==> config.mk <==
export PLATFORM = sky130hd
export DESIGN_NAME = car_lane_controller
export DESIGN_NICKNAME = d
export VERILOG_FILES = /design/src/rtl/car_lane_controller_pkg.sv /design/src/rtl/car_lane_controller_tile_overlap.sv /design/src/rtl/car_lane_controller.sv
export SDC_FILE = /design/constraint.sdc
export NUM_CORES = 1
export LEC_CHECK = 0
export CORE_UTILIZATION = 60
export DETAILED_ROUTE_END_ITERATION = 8
export DONT_BUFFER_PORTS = 1
export PLACE_DENSITY_LB_ADDON = 0.1
export SYNTH_ARGS = -nofsm -noshare
export SYNTH_HDL_FRONTEND = slang
export SYNTH_SLANG_ARGS = --single-unit
==> constraint.sdc <==
create_clock -name i_Clk -period 3.4 [get_ports i_Clk]
set_input_delay 0.17 -clock i_Clk [delete_from_list [all_inputs] [get_ports i_Clk]]
set_output_delay 0.17 -clock i_Clk [all_outputs]
set_load 0.01 [all_outputs]
==> src/rtl/car_lane_controller_pkg.sv <==
// Shared definitions for the car lane: screen geometry, lane state encoding
// and the speed-level to frames-per-step mapping.
package car_lane_controller_pkg;

    localparam int TILE_SIZE      = 32;
    localparam int H_VISIBLE_AREA = 640;

    typedef enum logic [1:0] {
        LANE_IDLE = 2'd0,
        LANE_RUN  = 2'd1,
        LANE_HIT  = 2'd2
    } lane_state_t;

    // Each level halves the step period, but a lane never moves more than once per frame.
    function automatic int framesPerStep(input int base, input logic [1:0] level);
        int p;
        p = base >> level;
        if (p < 1) begin
            p = 1;
        end
        return p;
    endfunction

endpackage

==> src/rtl/car_lane_controller_tile_overlap.sv <==
// Combinational AABB overlap test between two TILE-sized square sprites.
// Shared with the sprite display and the other lanes.
module tile_overlap
    import car_lane_controller_pkg::*;
#(
    parameter int TILE = TILE_SIZE
) (
    input  logic [9:0] i_A_X,
    input  logic [9:0] i_A_Y,
    input  logic [9:0] i_B_X,
    input  logic [9:0] i_B_Y,
    output logic       o_Overlap
);

    // Widen by one bit so that position + TILE cannot wrap near the screen edge.
    logic [10:0] w_A_X;
    logic [10:0] w_A_Y;
    logic [10:0] w_B_X;
    logic [10:0] w_B_Y;
    logic [10:0] w_Tile;

    assign w_A_X  = {1'b0, i_A_X};
    assign w_A_Y  = {1'b0, i_A_Y};
    assign w_B_X  = {1'b0, i_B_X};
    assign w_B_Y  = {1'b0, i_B_Y};
    assign w_Tile = 11'(TILE);

    assign o_Overlap = (w_A_X < w_B_X + w_Tile) && (w_B_X < w_A_X + w_Tile) &&
                       (w_A_Y < w_B_Y + w_Tile) && (w_B_Y < w_A_Y + w_Tile);

endmodule

==> src/rtl/car_lane_controller.sv <==
// One car lane: moves the car on frame ticks with wrap-around, detects hits
// against the frog and freezes the lane for a penalty period before respawn.
module car_lane_controller
    import car_lane_controller_pkg::*;
#(
    parameter int LANE_Y               = 224,
    parameter int DIRECTION            = 0,
    parameter int START_X              = 0,
    parameter int STEP_PIXELS          = 4,
    parameter int BASE_FRAMES_PER_STEP = 8,
    parameter int MAX_LEVEL            = 3,
    parameter int HIT_FREEZE_FRAMES    = 60
) (
    input  logic       i_Clk,
    input  logic       i_Rst,
    input  logic       i_Frame_Tick,
    input  logic       i_Start,
    input  logic       i_Stop,
    input  logic       i_Level_Up,
    input  logic [9:0] i_Frog_X_Position,
    input  logic [9:0] i_Frog_Y_Position,
    output logic [9:0] o_Car_X_Position,
    output logic [9:0] o_Car_Y_Position,
    output logic       o_Collision,
    output logic       o_Running,
    output logic [1:0] o_Level
);

    localparam logic [9:0]  LP_START_X   = 10'(START_X);
    localparam logic [9:0]  LP_LANE_Y    = 10'(LANE_Y);
    localparam logic [9:0]  LP_STEP      = 10'(STEP_PIXELS);
    localparam logic [10:0] LP_X_LIMIT   = 11'(H_VISIBLE_AREA - TILE_SIZE);
    localparam logic [1:0]  LP_MAX_LEVEL = 2'(MAX_LEVEL);
    localparam int          FRZ_W        = (HIT_FREEZE_FRAMES > 1) ? $clog2(HIT_FREEZE_FRAMES) : 1;
    localparam logic [FRZ_W-1:0] LP_FRZ_LAST = FRZ_W'(HIT_FREEZE_FRAMES - 1);

    lane_state_t      r_State;
    lane_state_t      w_State_Next;
    logic [9:0]       r_X;
    logic [9:0]       w_X_Next;
    logic [7:0]       r_Frame_Cnt;
    logic [7:0]       w_Frame_Next;
    logic [FRZ_W-1:0] r_Freeze_Cnt;
    logic [FRZ_W-1:0] w_Freeze_Next;
    logic             r_Collision;
    logic             w_Collision_Next;
    logic [1:0]       r_Level;
    logic [1:0]       w_Level_Next;

    logic             w_Hit;
    logic [10:0]      w_X_Sum;
    logic [9:0]       w_Moved_X;
    logic [7:0]       w_Period_Last;

    tile_overlap #(
        .TILE (TILE_SIZE)
    ) u_tile_overlap (
        .i_A_X     (r_X),
        .i_A_Y     (LP_LANE_Y),
        .i_B_X     (i_Frog_X_Position),
        .i_B_Y     (i_Frog_Y_Position),
        .o_Overlap (w_Hit)
    );

    assign w_X_Sum       = {1'b0, r_X} + {1'b0, LP_STEP};
    assign w_Period_Last = 8'(framesPerStep(BASE_FRAMES_PER_STEP, r_Level) - 1);

    always_comb begin
        w_Moved_X = r_X;
        if (DIRECTION == 0) begin
            w_Moved_X = (w_X_Sum > LP_X_LIMIT) ? 10'd0 : w_X_Sum[9:0];
        end else begin
            w_Moved_X = (r_X < LP_STEP) ? LP_X_LIMIT[9:0] : (r_X - LP_STEP);
        end
    end

    always_comb begin
        w_State_Next     = r_State;
        w_X_Next         = r_X;
        w_Frame_Next     = r_Frame_Cnt;
        w_Freeze_Next    = r_Freeze_Cnt;
        w_Collision_Next = 1'b0;
        w_Level_Next     = (i_Level_Up && (r_Level != LP_MAX_LEVEL)) ? (r_Level + 2'd1) : r_Level;

        if (i_Stop) begin
            w_State_Next  = LANE_IDLE;
            w_X_Next      = LP_START_X;
            w_Frame_Next  = 8'd0;
            w_Freeze_Next = '0;
        end else begin
            case (r_State)
                LANE_IDLE: begin
                    w_X_Next = LP_START_X;
                    if (i_Start) begin
                        w_State_Next = LANE_RUN;
                        w_Frame_Next = 8'd0;
                    end
                end
                LANE_RUN: begin
                    // A hit on this tick suppresses the move so the car freezes where it was hit.
                    if (i_Frame_Tick) begin
                        if (w_Hit) begin
                            w_State_Next     = LANE_HIT;
                            w_Freeze_Next    = '0;
                            w_Collision_Next = 1'b1;
                        end else if (r_Frame_Cnt >= w_Period_Last) begin
                            w_X_Next     = w_Moved_X;
                            w_Frame_Next = 8'd0;
                        end else begin
                            w_Frame_Next = r_Frame_Cnt + 8'd1;
                        end
                    end
                end
                LANE_HIT: begin
                    if (i_Frame_Tick) begin
                        if (r_Freeze_Cnt == LP_FRZ_LAST) begin
                            w_State_Next = LANE_RUN;
                            w_X_Next     = LP_START_X;
                            w_Frame_Next = 8'd0;
                        end else begin
                            w_Freeze_Next = r_Freeze_Cnt + 1'b1;
                        end
                    end
                end
                default: begin
                    w_State_Next = LANE_IDLE;
                    w_X_Next     = LP_START_X;
                end
            endcase
        end
    end

    always_ff @(posedge i_Clk) begin
        if (i_Rst) begin
            r_State      <= LANE_IDLE;
            r_X          <= LP_START_X;
            r_Frame_Cnt  <= 8'd0;
            r_Freeze_Cnt <= '0;
            r_Collision  <= 1'b0;
            r_Level      <= 2'd0;
        end else begin
            r_State      <= w_State_Next;
            r_X          <= w_X_Next;
            r_Frame_Cnt  <= w_Frame_Next;
            r_Freeze_Cnt <= w_Freeze_Next;
            r_Collision  <= w_Collision_Next;
            r_Level      <= w_Level_Next;
        end
    end

    assign o_Car_X_Position = r_X;
    assign o_Car_Y_Position = LP_LANE_Y;
    assign o_Collision      = r_Collision;
    assign o_Running        = (r_State == LANE_RUN);
    assign o_Level          = r_Level;

endmodule

# Word-level counts from Yosys, hierarchy flattened
# Cells that the tools add are included.
# classes
addsub	8
n_mul	0
div	0
magnitude_cmp	7
eq_ne	12
n_shift	1
mux	27
n_bitwise	2
reduce_logical	13
# ops
cell	count
$mux W10	6
$mux W8	7
$add A10 B6 Y11 const B	3
$lt A32 B2 Y1 const B	1
$shr A4 B2 Y32 const A	1
$mux W6	4
$pmux W8 S3	1
$lt A10 B11 Y1	2
$pmux W10 S2	1
$reduce_and A5 Y1	3
$ne A2 B2 Y1 const B	7
$pmux W6 S2	1
$add A10 B3 Y11 const B	1
$gt A11 B10 Y1 const B	1
$lt A8 B11 Y1 const A	1
$lt A10 B9 Y1 const B	1
$mux W2	5
$add A8 B1 Y8 const B	1
$ge A8 B8 Y1	1
$sub A8 B2 Y8 const B	1
$add A6 B1 Y6 const B	1
$eq A6 B6 Y1 const B	1
$pmux W2 S3	1
$reduce_and A6 Y1	1
12 further kinds	17
# word_totals
register_bits	29
latch_bits	0
ram_bits	0
rom_bits	0
input_bits	26
out_inout_bits	24
wordCells	76
mem_count	0

# Logic depth before layout (Yosys ltp)
# Gate-level depths: netlist of the first run.
# logic_depth
depth_word	9
mapped_depth	10
mapped_depth_nobuf	9

# Cells and area by module
# Synthesis of the first run repeated with hierarchy kept, for this count alone.
# hier_totals
cells_unflattened	340
area_unflattened_um2	2768.9
# by_module_without_submodules
module	instances	cells_per_inst	area_per_inst_um2	seq_area_each_um2
car_lane_controller	1	200	1655.3	540.5
tile_overlap	1	140	1113.6	0.0

# Worst setup path before layout of the first run
# OpenSTA, ideal clock, no wires.
# synth_path
kind	register to register
from	register r_X[7] (netlist: o_Car_X_Position[7])
to	register r_Frame_Cnt[2]
setup_ns	0.117
t_arrival_ns	2.488
required_time_ns	3.283
path_slack_ns	0.795
path_stages_with_launch	11
path_buffers	1
period_less_slack_ns	2.605
cell_sequence	dfxtp_1 > buf_2 > nand3_1 > xor2_1 > ha_1 > a21oi_1 > o21ai_0 > o211ai_1 > a41oi_4 > and2_4 > a32o_1
# synth_between
elab_chain_cells	7
elab_cells_between_ends	8
cone_classes	add/sub: 1; order compare: 2; eq/ne: 1; reduce/logical: 4
# synth_lines
item	line	text
start, declared	car_lane_controller.sv:39	logic [9:0] r_X;
start signal, assigned	car_lane_controller.sv:143	r_X <= w_X_Next;
$add A10 B6 Y11	car_lane_controller_tile_overlap.sv:28	assign o_Overlap = (w_A_X < w_B_X + w_Tile) && (w_B_X < w_A_X + w_Tile) &&
$lt A10 B11 Y1	car_lane_controller_tile_overlap.sv:28	
$logic_and A1 B1 Y1 * (2 in a row)	car_lane_controller_tile_overlap.sv:28	
$logic_and A1 B1 Y1 *	car_lane_controller_tile_overlap.sv:29	(w_A_Y < w_B_Y + w_Tile) && (w_B_Y < w_A_Y + w_Tile);
$ne A2 B2 Y1 (no line) *	n/a	
$reduce_and A6 Y1 (no line) *	n/a	
end signal, assigned	car_lane_controller.sv:144	r_Frame_Cnt <= w_Frame_Next;
end, declared	car_lane_controller.sv:41	logic [7:0] r_Frame_Cnt;
# Every way passes the cells marked *; elsewhere a longest branch is shown, timed or not.
# A chain may end at the register's enable or synchronous reset.

# Worst setup path in the final report of the first run
# Same ends and word-level chain as after synthesis.

==> results.cfg, run 1 <==
[sta]
post-route-period-util_pct = 81.6
clock_skew_ps = 10.9
whs_ps = 38.2
hold_viol_final = 0
setup_viol = 0
setup_slack_ps = 625
fin_crit_ps = 2780
rsz0062_at_grt = no
finalMaxSlewViolations = 0
max_freq_mhz = 360
fin_tns_setup_ps = 0
tightest_slew_ps = 696
slew_headroom_pct = 53.6

[synthesis]
netlist_area_sq_um = 2240
ys_warn_count = 0
postSynthAreaPerCell_sq_um = 8.13
yosys.area.top_type = dfxtp_1
syn_inst = 276
synth_top_area_share_pct = 24.1
synth-seq-area-share_pct = 24.1
netlist_top_cells_area = dfxtp_1 (24%), ha_1 (16%), a21oi_1 (4.0%)
ys_seq_elements = 27
ys_types = 51

[clocking]
ctsResizeCount = 0
cts_made_buffers = 3
cts_tree = done
cts_sinks = 27
root_buffer = clkbuf_8
clock_latency_ps = 270
clk_pin_slew_ps = 100
cts-htree-levels = 1
clk_path_buf_depth = 2

[detailed_routing]
routed_wl_mm = 4.42
vias_per_cell = 6.01
vias = 1946
drc_errors = 0
wl_per_cell_um = 13.6
drt_iter0_drc = 111
ant_nets = 0
first_pass_iters = 4

[finish]
final_nets = 334
synthToLayoutAreaGrowth_pct = 2.79
layout-drive-gt1-share_pct = 5.76
diodes = 0

[die]
rows = 21
io_pins = 50
core_area_sq_um = 3470
die_h_um = 63.2
start_util_pct = 64.7
fp.dieW_um = 63.2
fp.dieArea_sq_um = 3990

[place]
dp_hpwl_mm = 3.50
io_buffers = 0
gp_congestion = 0.864
place_ws_ps = 663

[setup_path]
crit_chain = nand3_1 > xor2_1 > ha_1 > nand4_1 > a21oi_1 > o211ai_1 > buf_4 > a41oi_4 > o21ai_0 > a32o_1
path_max_fanout = 11
cp-end-kind = flip-flop
crit_type = reg2reg
max_stage_delay_ps = 640
cp.required_ps = 3580
cp_slowest_cell = dfxtp_1
cp.arrival_ps = 2950
critPathLaunchType = flip-flop

[global_routing]
grt_pass1_wl_mm = 7.70
grt_max_degree = 15
gr-total-overflow = 0
antenna_found_initial = 0
grt_pass1_vias = 1777
grtUsageTotal_pct = 23.5

[run]
drv_cap = 0

[power_and_ir_drop]
power_density_nw_per_um2 = 270
power_mw = 0.623
ir_drop_v = 0.000293
leakage_nw = 0.897

[hold_path]
hold_class = in2reg

[status]
outcome = finished, final reports clean
## placed cells by master (no fill, tap or decap), types with 4 or more instances in the layout
cell type	synthesis	final
inv_1	20	20
conb_1	2	12
mux2i_1	5	5
nand2_1	19	19
nand3_1	15	15
xor2_1	5	5
xnor2_1	5	5
o211ai_1	4	4
and2_1	5	5
nor2_1	19	19
o221ai_1	5	5
nand2b_1	6	6
ha_1	29	29
dfxtp_1	27	27
nor3_1	4	4
o21ai_0	13	13
nand4_1	12	12
a21oi_1	18	18
## registers in the layout, indices dropped and copies added, names as in the netlist
register,flops
o_Car_X_Position,8
r_Freeze_Cnt,6
r_State,2
o_Level,2
r_Frame_Cnt,8
o_Collision,1
## final timing paths
path	depth (start not counted)	endpoint	slack, ps	startpoint
hold / removal	2	o_Collision	40	i_Frame_Tick
setup / recovery	10	r_Frame_Cnt[2]	620	o_Car_X_Position[7]
setup reg to reg	10	r_Frame_Cnt[2]	620	o_Car_X_Position[7]
hold reg to reg	1	r_Freeze_Cnt[4]	460	r_Freeze_Cnt[4]
## cell type report
type | instances | area (sq um)
Fill cell | 316 | 1160
Sequential cell | 27 | 541
Clock buffer | 4 | 45.0
Multi-Input combinational cell | 221 | 1550
Tap cell | 46 | 57.6
Inverter | 23 | 86.3
Timing Repair Buffer | 3 | 25.0
## cells by family after synthesis
kind of cell | after synthesis | synth area share [%]
AO/OA/AOI/OAI | 66 | 21.1
XOR/XNOR | 10 | 3.90
adder cells (fa/ha/maj) | 29 | 16.2
buffers and inverters | 38 | 8.42
flip-flops | 27 | 24.1
multiplexers | 5 | 2.23
other | 2 | 0.335
AND/OR/NAND/NOR | 99 | 23.8
## cell usage after synthesis, drive strengths merged
library cell   n
inv           22
buf           13
nor4           2
a31oi          3
clkbuf         2
xor2           5
or3b           1
o2111a         1
o311ai         3
a32o           2
o211ai         4
o21a           1
mux2i          5
o2111ai        1
a21oi         18
o22ai          1
o21ai         16
dfxtp         27
nor2          19
a41oi          2
nand2         19
or2            2
nor3           4
clkinv         1
o31a           1
nor3b          2
a221oi         1
o221ai         5
nand3         15
ha            29
nor2b          3
a211oi         3
nand4         13
conb           2
or4            3
nor4bb         1
o31ai          2
or3            3
a21o           2
nand2b         6
and2           6
xnor2          5
## what timing repair did
item / CTS / global route
setup endpoints to repair: 0 / 0
hold buffers: 1 / 0
hold endpoints to repair: 2 / 0
buffers inserted: 0 / 0
## where the power goes
part	switching, mW	internal, mW
Combinational	0.0649	0.0432
Clock	0.101	0.0840
Sequential	0.00899	0.321
## stage by stage
stage	instances	util (%)	area [sq um]
finish	324	66.5	2310
global placement	319	64.9	2250
CTS	324	66.5	2310
detailed placement	319	64.9	2250
floorplan	286	-	2280
global route	324	66.5	2310
## critical path: cells and delay by family, from the launching register on
family	cells	cell delay, ps
adder cells (fa/ha/maj)	1	330
AND/OR/NAND/NOR	2	290
flip-flops	1	640
XOR/XNOR	1	180
AO/OA/AOI/OAI	5	1070
buffers and inverters	1	180
## routing by layer
layer / vias up / part of all wire [%] / track usage, %
met2: 76 / 44 / 38.8
met1: 881 / 48 / 32.1
met3: 2 / 7.0 / 2.90
met5: - / 0 / 0
li1: 987 / - / -
met4: 0 / 0.52 / 5.81
Power figures use the tool's default switching activity.
==> inputs of run 2 (changes only) <==
Clock period 3.4 ns to 2.6 ns, I/O delays scaled along.
==> results.cfg, run 2 (same netlist as run 1, synthesis figures left out) <==
[die]
core_area_sq_um = 3470
fp.dieArea_sq_um = 3990
start_util_pct = 64.7
io_pins = 50
rows = 21
die_h_um = 63.2
fp.dieW_um = 63.2

[sta]
fin_crit_ps = 2400
clock_skew_ps = 11.2
slew_headroom_pct = 63.9
whs_ps = 157
setup_slack_ps = 197
tightest_slew_ps = 537
rsz0062_at_grt = no
hold_viol_final = 0
max_freq_mhz = 416
post-route-period-util_pct = 92.4
fin_tns_setup_ps = 0
setup_viol = 0
finalMaxSlewViolations = 0

[setup_path]
cp.arrival_ps = 2600
cp-end-kind = flip-flop
crit_type = reg2reg
critPathLaunchType = flip-flop
r2r-start = o_Car_X_Position[8]
reg2reg_to = o_Car_X_Position[5]
reg2reg_depth = 6
cp.required_ps = 2800
path_max_fanout = 9
r2r_slack_ps = 200

[detailed_routing]
first_pass_iters = 4
ant_nets = 0
drt_iter0_drc = 128
routed_wl_mm = 4.59
drc_errors = 0
wl_per_cell_um = 13.7
vias = 1977
vias_per_cell = 5.88

[clocking]
cts_sinks = 27
cts-htree-levels = 1
root_buffer = clkbuf_8
clk_path_buf_depth = 2
clk_pin_slew_ps = 100
post-cts-setup-buffer-count = 0
clock_latency_ps = 280
cts_tree = done
cts_made_buffers = 3

[status]
outcome = finished, final reports clean

[finish]
synthToLayoutAreaGrowth_pct = 7.14
diodes = 0
layout_common_cells = ha_1 (29), dfxtp_1 (24), inv_1 (20)
layout-drive-gt1-share_pct = 10.7
final_common_cell = ha_1
final_nets = 346

[global_routing]
grt_pass1_vias = 1822
grtUsageTotal_pct = 24.3
antenna_found_initial = 0
grt_pass1_wl_mm = 7.83
gr-total-overflow = 0
grt_max_degree = 16

[hold_path]
hold_end = r_State[0]
hold_start = i_Frame_Tick
whs_path_depth = 3
hold_class = in2reg

[place]
io_buffers = 0
place_ws_ps = 172
dp_hpwl_mm = 3.65
gp_congestion = 0.845

[power_and_ir_drop]
ir_drop_v = 0.000348
power_density_nw_per_um2 = 344
leakage_nw = 0.962

[run]
drv_cap = 0
[run 2: cell types whose count changed in the layout (fill, tap and decap cells not counted), sizes merged]
cell	change
clkinv	+1
dlygate4sd3	+1
clkbuf	-1
buf	+11
[run 2: area by class of cell]
class                           count  area [sq um]
Fill cell                         285          1060
Clock buffer                        3          41.3
Multi-Input combinational cell    221          1550
Tap cell                           46          57.6
Inverter                           23          86.3
Timing Repair Buffer               15           118
Clock inverter                      1          5.00
Sequential cell                    27           544
[run 2: layer usage]
layer | GRT usage [%] | vias to the layer above | part of all wire [%]
met5 | 0 | - | 0
met4 | 5.23 | 0 | 0.83
met3 | 4.71 | 4 | 5.5
met2 | 40.5 | 65 | 45
met1 | 32.1 | 892 | 48
li1 | - | 1016 | -
[run 2: how the worst max path moves through the flow]
stage	to	start	cells after the start
finish	o_Car_X_Position[5]	o_Car_X_Position[8]	6
global route	o_Car_X_Position[5]	o_Car_X_Position[6]	10
CTS	o_Car_X_Position[9]	o_Level[0]	9
detailed placement	r_Freeze_Cnt[4]	i_Frog_X_Position[5]	10
global placement	o_Car_X_Position[9]	o_Level[0]	9
floorplan	r_Frame_Cnt[2]	o_Car_X_Position[6]	9
[run 2: where the power goes]
| part | leakage, nW | switching [mW] | total [mW] | internal [mW] |
|---|---|---|---|---|
| combinational | 0.717 | 0.0871 | 0.148 | 0.0609 |
| sequential | 0.219 | 0.0108 | 0.430 | 0.420 |
| clock | 0.0255 | 0.141 | 0.249 | 0.108 |
[run 2: stage by stage]
step / power [mW] / area (sq um) / cells / util (%)
6_report: 0.827 / 2400 / 336 / 69.3
5_1_grt: 0.870 / 2400 / 336 / 69.3
4_1_cts: 0.832 / 2400 / 336 / 69.3
3_5_place_dp: 0.585 / 2340 / 330 / 67.4
3_3_place_gp: 0.581 / 2340 / 330 / 67.4
2_1_floorplan: 0.567 / 2290 / 286 / -
[run 2: worst max-delay path: stages, from the launching register on]
cell and delay, ps:
dfxtp_1 550, nand2_1 160, or4_4 470, a221oi_4 420, nand4_4 230, a21o_1 290
o221ai_1 200
[run 2: timing repair]
item	4_1_cts	5_1_grt
hold buffers	2	0
resized for setup	0	1
setup endpoints to repair	0	2
hold endpoints to repair	3	0
==> inputs of run 3 (changes only) <==
Settings changed: GPL_TIMING_DRIVEN set to 0.
==> results.cfg, run 3 (same netlist as run 1, synthesis figures left out) <==
[power_and_ir_drop]
p_int_mw = 0.607
switching_share_pct = 29.2
leakage_nw = 1.01
pwr-share-comb_pct = 20.4
power.switching_mw = 0.250
power_density_nw_per_um2 = 336
ir_drop_v = 0.000256
clockPowerShare_pct = 29.5
seq_power_share_pct = 50.1

[die]
io_pins = 50
start_util_pct = 64.7
core_area_sq_um = 3470
die_h_um = 63.2
fp.dieArea_sq_um = 3990
rows = 21
fp.dieW_um = 63.2

[place]
dp_hpwl_mm = 3.66
gp_congestion = 0.814
io_buffers = 0
place_ws_ps = -349
place_area_sq_um = 2350

[sta]
fin_crit_ps = 2450
tightest_slew_ps = 695
clock_skew_ps = 10.9
hold_viol_final = 0
setup_viol = 0
post-route-period-util_pct = 94.4
slew_headroom_pct = 53.5
finalMaxSlewViolations = 0
max_freq_mhz = 408
setup_slack_ps = 146

[clocking]
cts-htree-levels = 1
clk_pin_slew_ps = 100
root_buffer = clkbuf_8
cts_sinks = 27
cts_made_buffers = 3
cts_tree = done
clock_latency_ps = 280
clk_path_buf_depth = 2

[setup_path]
cp_slowest_cell = dfxtp_1
crit_chain = nand2_1 > or4_4 > a221oi_4 > a31oi_2 > o311ai_1 > o31ai_1
crit_type = reg2reg
cp.arrival_ps = 2620
critPathLaunchType = flip-flop
cp-end-kind = flip-flop
max_stage_delay_ps = 570
path_max_fanout = 7
cp.required_ps = 2770

[global_routing]
grt_pass1_vias = 1830
grt_pass1_wl_mm = 7.91
grt_max_degree = 17
grtUsageTotal_pct = 24.6
gr-total-overflow = 0
antenna_found_initial = 0

[status]
outcome = finished, final reports clean

[detailed_routing]
first_pass_iters = 4
wl_per_cell_um = 14.1
routed_wl_mm = 4.88
drc_errors = 0
vias_per_cell = 5.93
vias = 2053
ant_nets = 0
drt_iter0_drc = 157

[finish]
diodes = 0
final_common_cell = ha_1
synthToLayoutAreaGrowth_pct = 13.7
final_nets = 356
fin_util_pct = 73.6
layout-drive-gt1-share_pct = 16.3
final_area_sq_um = 2550
layout_common_cells = ha_1 (29), dfxtp_1 (22), inv_1 (20)

[run]
drv_cap = 0

[hold_path]
hold_class = in2reg
==> run 3: cell count changes in the layout (fill, tap and decap cells not counted), moves of 2 or more <==
cell      before  now
a21oi_1       18   16
a21oi_2        0    2
buf_4         13   18
buf_6          0    3
clkbuf_1       0    2
dfxtp_1       24   22
dfxtp_4        0    2
nand3_1       15   13
nand3_2        0    2
==> run 3: layout make-up <==
class                   instances  area, sq um
fillers                       280          916
clock buffers                   3         41.3
inverters                      23         86.3
flip-flops and latches         27          552
repair buffers                 10         87.6
clock inverters                 1         7.51
well taps                      46         57.6
multi-input cells             221         1610
plain buffers                  15          109
==> run 3: final timing paths <==
check                                         start               to  slack [ps]  cells past startpoint
worst max-delay path            o_Car_X_Position[8]  r_Freeze_Cnt[5]         150                      6
worst min-delay path                   i_Frame_Tick       r_State[0]         150                      3
worst max register to register  o_Car_X_Position[8]  r_Freeze_Cnt[5]         150                      6
worst min register to register      r_Freeze_Cnt[4]  r_Freeze_Cnt[4]         480                      1
==> run 3: what timing repair did <==
action	CTS	global route
resized for setup	4	15
pin swaps	2	5
setup endpoints to repair	22	21
hold buffers	2	0
endpoints found under the hold margin	3	0
buffers inserted	5	3
==> run 3: critical path, delay by kind of cell, from the launching register on <==
kind	cells	cell delay [ps]
simple gates	2	650
flops	1	570
compound gates	4	1130
==> run 3: power by group through the flow <==
stage	logic [mW]	clock network (mW)	registers, mW
floorplan	0.129	0	0.438
global placement	0.148	0	0.440
detailed placement	0.152	0	0.440
CTS	0.167	0.255	0.431
global route	0.196	0.274	0.431
finish	0.175	0.253	0.429
==> run 3: routing by layer <==
metal | track usage [%] | wire length, um | part of all wire [%]
met5 | 0 | 0 | 0
met2 | 41.0 | 2360 | 48
met4 | 6.10 | 40 | 0.82
met1 | 32.9 | 2190 | 45
met3 | 3.80 | 291 | 6.0
==> run 3: stage by stage <==
step                setup TNS, ps  power [mW]  instances  hold slack [ps]
finish                          0       0.857        346              145
global route              -0.0611       0.902        346              190
CTS                             0       0.853        343              144
detailed placement          -4670       0.593        332              205
global placement            -3250       0.588        332              203
floorplan                       0       0.567        286              202
